<file path="src/rtl/vgatoxy.sv">
// Raster-to-cell grid decoder with a 2-stage raster pipeline and a pointer
// conversion FSM that resolves a pixel pointer to a cell once per frame boundary.
module vgatoxy #(
    parameter int unsigned CELL_LOG2 = 5,
    parameter int unsigned H_ACTIVE  = 640,
    parameter int unsigned V_ACTIVE  = 480
) (
    input  logic        clk,
    input  logic        rst,
    input  logic [10:0] hcount,
    input  logic [10:0] vcount,
    input  logic        blank,
    input  logic [10:0] ptr_h,
    input  logic [10:0] ptr_v,
    input  logic        ptr_req,
    output logic        ptr_busy,
    output logic [4:0]  cell_x,
    output logic [3:0]  cell_y,
    output logic [4:0]  off_x,
    output logic [4:0]  off_y,
    output logic        scan_valid,
    output logic        scan_interior,
    output logic [4:0]  sel_x,
    output logic [3:0]  sel_y,
    output logic        sel_valid,
    output logic        sel_err,
    output logic        sel_done
);

    localparam int unsigned CW = 11;
    localparam logic [CW-1:0] OFF_MASK = CW'((1 << CELL_LOG2) - 1);

    typedef enum logic [1:0] {IDLE, WAIT_FRAME, CONVERT, DONE} state_t;

    state_t state_q, state_d;

    logic          s1_valid_q, s1_valid_d;
    logic [4:0]    s1_cx_q, s1_cx_d;
    logic [3:0]    s1_cy_q, s1_cy_d;
    logic [4:0]    s1_ox_q, s1_ox_d;
    logic [4:0]    s1_oy_q, s1_oy_d;

    logic          scan_valid_q, scan_valid_d;
    logic          scan_interior_q, scan_interior_d;
    logic [4:0]    cell_x_q, cell_x_d;
    logic [3:0]    cell_y_q, cell_y_d;
    logic [4:0]    off_x_q, off_x_d;
    logic [4:0]    off_y_q, off_y_d;

    logic [CW-1:0] ptr_h_q, ptr_h_d;
    logic [CW-1:0] ptr_v_q, ptr_v_d;
    logic          ptr_busy_q, ptr_busy_d;
    logic [4:0]    sel_x_q, sel_x_d;
    logic [3:0]    sel_y_q, sel_y_d;
    logic          sel_valid_q, sel_valid_d;
    logic          sel_err_q, sel_err_d;
    logic          sel_done_q, sel_done_d;

    logic          in_grid;
    logic          boundary;
    logic          ptr_in_range;

    // Raster pipeline: stage 1 decodes fields, stage 2 derives the interior flag
    always_comb begin
        in_grid         = !blank && (hcount < CW'(H_ACTIVE)) && (vcount < CW'(V_ACTIVE));
        s1_valid_d      = in_grid;
        s1_cx_d         = in_grid ? 5'(hcount >> CELL_LOG2) : 5'd0;
        s1_cy_d         = in_grid ? 4'(vcount >> CELL_LOG2) : 4'd0;
        s1_ox_d         = in_grid ? 5'(hcount & OFF_MASK)   : 5'd0;
        s1_oy_d         = in_grid ? 5'(vcount & OFF_MASK)   : 5'd0;
        scan_valid_d    = s1_valid_q;
        scan_interior_d = s1_valid_q && (s1_ox_q != 5'd0) && (s1_oy_q != 5'd0);
        cell_x_d        = s1_cx_q;
        cell_y_d        = s1_cy_q;
        off_x_d         = s1_ox_q;
        off_y_d         = s1_oy_q;
    end

    // Pointer FSM: next state and registered outputs
    always_comb begin
        state_d      = state_q;
        ptr_h_d      = ptr_h_q;
        ptr_v_d      = ptr_v_q;
        sel_x_d      = sel_x_q;
        sel_y_d      = sel_y_q;
        sel_valid_d  = sel_valid_q;
        sel_err_d    = sel_err_q;
        boundary     = (vcount == CW'(V_ACTIVE)) && (hcount == '0);
        ptr_in_range = (ptr_h_q < CW'(H_ACTIVE)) && (ptr_v_q < CW'(V_ACTIVE));
        unique case (state_q)
            IDLE: begin
                if (ptr_req) begin
                    ptr_h_d = ptr_h;
                    ptr_v_d = ptr_v;
                    state_d = WAIT_FRAME;
                end
            end
            WAIT_FRAME: begin
                if (boundary) state_d = CONVERT;
            end
            CONVERT: begin
                if (ptr_in_range) begin
                    sel_x_d     = 5'(ptr_h_q >> CELL_LOG2);
                    sel_y_d     = 4'(ptr_v_q >> CELL_LOG2);
                    sel_valid_d = 1'b1;
                    sel_err_d   = 1'b0;
                end else begin
                    sel_err_d   = 1'b1;
                end
                state_d = DONE;
            end
            DONE: state_d = IDLE;
            default: state_d = IDLE;
        endcase
        ptr_busy_d = (state_d != IDLE);
        sel_done_d = (state_d == DONE);
    end

    always_ff @(posedge clk) begin
        if (rst) begin
            state_q         <= IDLE;
            s1_valid_q      <= 1'b0;
            s1_cx_q         <= '0;
            s1_cy_q         <= '0;
            s1_ox_q         <= '0;
            s1_oy_q         <= '0;
            scan_valid_q    <= 1'b0;
            scan_interior_q <= 1'b0;
            cell_x_q        <= '0;
            cell_y_q        <= '0;
            off_x_q         <= '0;
            off_y_q         <= '0;
            ptr_h_q         <= '0;
            ptr_v_q         <= '0;
            ptr_busy_q      <= 1'b0;
            sel_x_q         <= '0;
            sel_y_q         <= '0;
            sel_valid_q     <= 1'b0;
            sel_err_q       <= 1'b0;
            sel_done_q      <= 1'b0;
        end else begin
            state_q         <= state_d;
            s1_valid_q      <= s1_valid_d;
            s1_cx_q         <= s1_cx_d;
            s1_cy_q         <= s1_cy_d;
            s1_ox_q         <= s1_ox_d;
            s1_oy_q         <= s1_oy_d;
            scan_valid_q    <= scan_valid_d;
            scan_interior_q <= scan_interior_d;
            cell_x_q        <= cell_x_d;
            cell_y_q        <= cell_y_d;
            off_x_q         <= off_x_d;
            off_y_q         <= off_y_d;
            ptr_h_q         <= ptr_h_d;
            ptr_v_q         <= ptr_v_d;
            ptr_busy_q      <= ptr_busy_d;
            sel_x_q         <= sel_x_d;
            sel_y_q         <= sel_y_d;
            sel_valid_q     <= sel_valid_d;
            sel_err_q       <= sel_err_d;
            sel_done_q      <= sel_done_d;
        end
    end

    assign scan_valid    = scan_valid_q;
    assign scan_interior = scan_interior_q;
    assign cell_x        = cell_x_q;
    assign cell_y        = cell_y_q;
    assign off_x         = off_x_q;
    assign off_y         = off_y_q;
    assign ptr_busy      = ptr_busy_q;
    assign sel_x         = sel_x_q;
    assign sel_y         = sel_y_q;
    assign sel_valid     = sel_valid_q;
    assign sel_err       = sel_err_q;
    assign sel_done      = sel_done_q;

endmodule

</file>
<file path="config.mk">
export PLATFORM = sky130hd
export DESIGN_NAME = vgatoxy
export DESIGN_NICKNAME = d
export VERILOG_FILES = /design/src/rtl/vgatoxy.sv
export SDC_FILE = /design/constraint.sdc
export NUM_CORES = 1
export LEC_CHECK = 0
export CAP_MARGIN = 5
export CORE_UTILIZATION = 53
export DETAILED_ROUTE_END_ITERATION = 12
export DONT_BUFFER_PORTS = 1
export PLACE_DENSITY = 0.68
export SLEW_MARGIN = 20
export SYNTH_ARGS = -nofsm -noshare
export SYNTH_HDL_FRONTEND = slang
export SYNTH_SLANG_ARGS = --single-unit
</file>
<file path="constraint.sdc">
create_clock -name clk -period 2.61 [get_ports clk]
set_clock_uncertainty 0.2 [all_clocks]
set_input_delay 0.261 -clock clk [delete_from_list [all_inputs] [get_ports clk]]
set_output_delay 0.261 -clock clk [all_outputs]
set_load 0.01 [all_outputs]
</file>
# ---- Word-level counts from Yosys, hierarchy flattened
# Cells that the tools add are included.
dict set report word_totals {
  reg_bits 78
  inputBits 48
  output_inout_bits 34
  wordCells 49
}
dict set report classes {
  magnitude_cmp 4
  n_eq_ne 5
  muxes 4
  n_bitwise 1
  reduce_logical 15
}
# operator n
set ops {}
lappend ops {{11-bit by 10-bit < comparator with 1-bit output, second input constant} 2}
lappend ops {{11-bit by 9-bit < comparator with 1-bit output, second input constant} 2}
lappend ops {{11-bit by 9-bit == test with 1-bit output, second input constant} 1}
lappend ops {{11-bit zero test} 1}
lappend ops {{5-bit nonzero test} 2}
lappend ops {{2-bit one-hot mux with 4 select lines} 1}
lappend ops {{2-bit == test, second input constant} 3}
lappend ops {{1-bit logical AND} 6}
lappend ops {{2-bit two-way mux} 2}
lappend ops {{2-bit AND reduction} 2}
lappend ops {{2-bit by 1-bit == test with 1-bit output, second input constant} 1}
lappend ops {{2-bit zero test} 1}
lappend ops {{2-bit nonzero test} 1}
lappend ops {{2-bit OR reduction} 1}
lappend ops {{1-bit zero test} 1}
lappend ops {{1-bit two-way mux} 1}
lappend ops {{1-bit inverter} 1}

# ---- Logic depth before layout (Yosys ltp)
dict set report logic_depth {
  ltp_word 5
  mapped_depth 5
  mapped_depth_nobuf 4
}

# ---- Worst setup path after synthesis
# Ideal clock, no wire load.
dict set report synth_timing {
  path_type {register to register}
  from {register ptr_v_q[10]}
  to {register sel_x_q[0], in the netlist sel_x[0]}
  setup_time_ns 0.128
  arrival_ns 1.519
  t_required_ns 2.282
  setup_slack_ns 0.763
  stages_incl_launch_ff 6
  n_path_buf 1
  synth_period_minus_slack_ns 1.847
  cell_sequence {dfxtp_1 -> or3_4 -> or4b_4 -> buf_6 -> mux2i_1 -> nor2_1}
}
dict set report synth_via {
  elab_chain_cells 3
}
# element line_no
set synth_rtl {}
lappend synth_rtl {{from (decl)} 51} ;# logic [CW-1:0] ptr_v_q, ptr_v_d;
lappend synth_rtl {{from (signal assigned)} 155} ;# ptr_v_q <= ptr_v_d;
lappend synth_rtl {{11-bit by 9-bit < comparator with 1-bit output} 89} ;# ptr_in_range = (ptr_h_q < CW'(H_ACTIVE)) && (ptr_v_q < CW'(V_ACTIVE));
lappend synth_rtl {{1-bit logical AND} 89}
lappend synth_rtl {{2-bit AND reduction (no line)} -}
lappend synth_rtl {{to (signal assigned)} 157} ;# sel_x_q <= sel_x_d;
lappend synth_rtl {{to (decl)} 53} ;# logic [4:0] sel_x_q, sel_x_d;
# No other way between the ends.
# A chain may end at the register's enable or synchronous reset.

# ---- Final worst setup path
dict set report layout_timing {
  from {register state_q[1]}
  to {register ptr_h_q[10]}
}
dict set report layout_via {
  elab_chain_cells 2
}
# element line_no
set layout_rtl {}
lappend layout_rtl {{from (decl)} 35} ;# state_t state_q, state_d;
lappend layout_rtl {{from (signal assigned)} 142} ;# state_q <= state_d;
lappend layout_rtl {{2-bit zero test} 90} ;# unique case (state_q)
lappend layout_rtl {{2-bit AND reduction (no line)} -}
lappend layout_rtl {{to (signal assigned)} 154} ;# ptr_h_q <= ptr_h_d;
lappend layout_rtl {{to (decl)} 50} ;# logic [CW-1:0] ptr_h_q, ptr_h_d;
# No other way between the ends.

==> qor.yml <==
status:
  status: "complete, no violations"
clock_tree:
  htree_levels: 3
  ctsResizeCount: 0
  cts_hold_buf: 33
  clock_tree.buffer_depth: 2
  cts_setup_buffers: 0
  cts_sinks: 68
  cts_tree: "done"
  root_buffer: "clkbuf_8"
  clk-insertion-delay-late_ps: 320
  cts.clk_slew.worst_paths_ps: 70
  cts_buffers: 9
pwr:
  power.total_mw: 2.21
  ir_drop_mv: 0.710
  p_leak_nw: 1.12
  power-per-cell-area_nw_per_um2: 789
layout:
  syn_to_final_growth_pct: 27.7
  drive_gt1_frac: 0.0824
  diodes: 0
  n_fill_cell: 287
  nets: 298
timing:
  finalSetupTns_ps: 0
  whs_ps: 33.9
  period_needed_ps: 1930
  setup_violations: 0
  slew_headroom: 0.634
  finalCritPeriodShare: 0.739
  tightest_slew_ps: 548
  fmax_mhz: 519
  rsz0062_at_grt: "no"
  hold_viol: 0
  slew_violations: 0
  setup_slack_ps: 681
floorplan:
  dieHeight_um: 66.3
  start_util: 0.552
  num_io_pins: 82
  die_w_um: 66.3
  die-area_um2: 4400
  coreArea_um2: 3970
  rows: 23
route:
  drt-initial-drc-count: 88
  routed_wl_mm: 4.36
  vias_per_cell: 5.16
  drc: 0
  antenna_left: 0
  first_pass_iters: 4
  vias: 1574
  post_drt_wl_per_cell_um: 14.3
setup_path:
  r2r_cells: 5
  required_ps: 2680
  path_class: "flip-flop to flip-flop"
  critPathMaxFanout: 12
  endpoint_kind: "flip-flop"
  worstPathArrival_ps: 2000
  reg2reg_slack_ps: 680
  crit_slowest_cell: "dlygate4sd3_1"
  cpPeakStageDelay_ps: 560
  r2r_start: "state_q[1]"
  worstPathCellList: "nor2_1 -> and2_1 -> nand2_1 -> a21oi_1 -> dlygate4sd3_1"
  start_kind: "flip-flop"
  rr_endpoint: "ptr_h_q[10]"
synthesis:
  yosysTopAreaCell: "dfxtp_1"
  synth_top_area_share: 0.621
  async_flop_share: 0
  synth_area_per_cell_um2: 10.1
  syn_area_um2: 2190
  yosysMostFrequentCell: "dfxtp_1"
  synth.net_count: 264
  synth_commonest_cells: "dfxtp_1 (68), nand2_1 (25), and2_1 (21)"
  postSynthCellCount: 216
  synth-edff-count: 0
  synth-seq-cells: 68
  yosys_warnings: 0
  synth_seq_area_share: 0.621
  synthTopCellsByArea: "dfxtp_1 (62%), and2_1 (6.0%), nor2b_1 (5.7%), nand2_1 (4.3%), a21oi_1 (4.1%)"
  synth_cell_types: 29
  synth_top_flop_cell: "dfxtp_1"
global_routing:
  grt_max_degree: 47
  grtUsageTotal: 0.215
  antenna_found_initial: 0
  grt_overflow: 0
  grt_pass1_vias: 1547
  grt_first_pass_wirelength_mm: 6.82
hold_path:
  hold_class: "input pin to flip-flop"
  min_from: "rst"
  holdPathStages: 2
  min_to: "ptr_v_q[6]"
placed_design:
  hpwl_mm: 2.61
  gp_congestion: 0.697
  pre_cts_ws_ps: 730
  io_buffers: 0
run:
  max_cap_violations: 0
==> flip-flops by register name, indices dropped and copies added (netlist names) <==
name,cells
sel_valid,1
sel_done,1
sel_err,1
off_y_d,5
cell_y_d,4
sel_x,5
ptr_busy,1
s1_valid_q,1
off_x,5
ptr_v_q,6
off_y,5
sel_y,4
scan_interior,1
scan_valid,1
off_x_d,5
cell_x,5
state_q,2
cell_y,4
ptr_h_q,6
cell_x_d,5
==> layout make-up <==
| class | count | area, um^2 | area share |
|---|---|---|---|
| Multi-Input combinational cell | 136 | 778 | 0.278 |
| Sequential cell | 68 | 1360 | 0.486 |
| Tap cell | 50 | 62.6 | 0.0224 |
| Timing Repair Buffer | 33 | 340 | 0.122 |
| Clock buffer | 10 | 138 | 0.0492 |
| Inverter | 2 | 7.51 | 0.00268 |
| Clock inverter | 6 | 111 | 0.0398 |
==> worst max-delay path: cells and delay by family (launching register included) <==
family,cells,cell delay [ps]
flip-flops,1,330
AO/OA/AOI/OAI,1,140
buffers and inverters,1,560
AND/OR/NAND/NOR,3,630
==> through the flow <==
stage / util / instances / instance area (um^2)
3_5_place_dp: 0.556 / 256 / 2210
3_3_place_gp: 0.556 / 256 / 2210
4_1_cts: 0.705 / 305 / 2800
5_1_grt: 0.705 / 305 / 2800
6_report: 0.705 / 305 / 2800
2_1_floorplan: - / 216 / 2190
==> metal layers <==
layer,routed length (um),up-vias,global-route usage
met5,0,-,0
met1,1810,729,0.238
li1,-,778,-
met3,269,9,0.0655
met2,2220,58,0.371
met4,66,0,0.106
==> how the worst max path moves through the flow <==
stage	startpoint	slack [ps]	depth (start not counted)	endpoint
after floorplan	ptr_v_q[10]	760	5	sel_x[0]
after CTS	ptr_v_q[10]	710	4	sel_y[2]
after detailed placement	ptr_v_q[10]	730	4	sel_y[0]
final	state_q[1]	680	5	ptr_h_q[10]
after global routing	state_q[1]	540	5	ptr_h_q[10]
after global placement	ptr_v_q[10]	760	4	sel_y[3]
==> power breakdown <==
group / switching [mW] / internal [mW] / total, mW
Clock: 0.380 / 0.660 / 1.04
Sequential: 0.0137 / 1.06 / 1.07
Combinational: 0.0438 / 0.0557 / 0.0995
==> logic make-up (layout without fill, tap and decap cells) <==
| family | Yosys count | count (layout) | synth area share |
|---|---|---|---|
| AND/OR/NAND/NOR | 104 | 104 | 0.261 |
| flip-flops | 68 | 68 | 0.621 |
| AO/OA/AOI/OAI | 26 | 26 | 0.0662 |
| buffers and inverters | 12 | 51 | 0.0240 |
| multiplexers | 6 | 6 | 0.0274 |
==> layout by cell type, fill, tap and decap left out, drive strengths merged <==
master and count:
nor4 2, nand4 1, clkinv 2, and2 22, a211oi 2, or4b 1, nor2 17, or3 3
nand2 25, and4b 1, clkbuf 10, nand2b 2, and4 1, dfxtp 68, mux2i 6, o21ai 3
nand3 1, inv 2, nor2b 20, bufinv 3, buf 1, dlygate4sd3 32, o21bai 1, a21oi 18
clkinvlp 1, a2111oi 2, nand3b 1, nor3 3, or4 4
(Power assumes the default switching activity.)
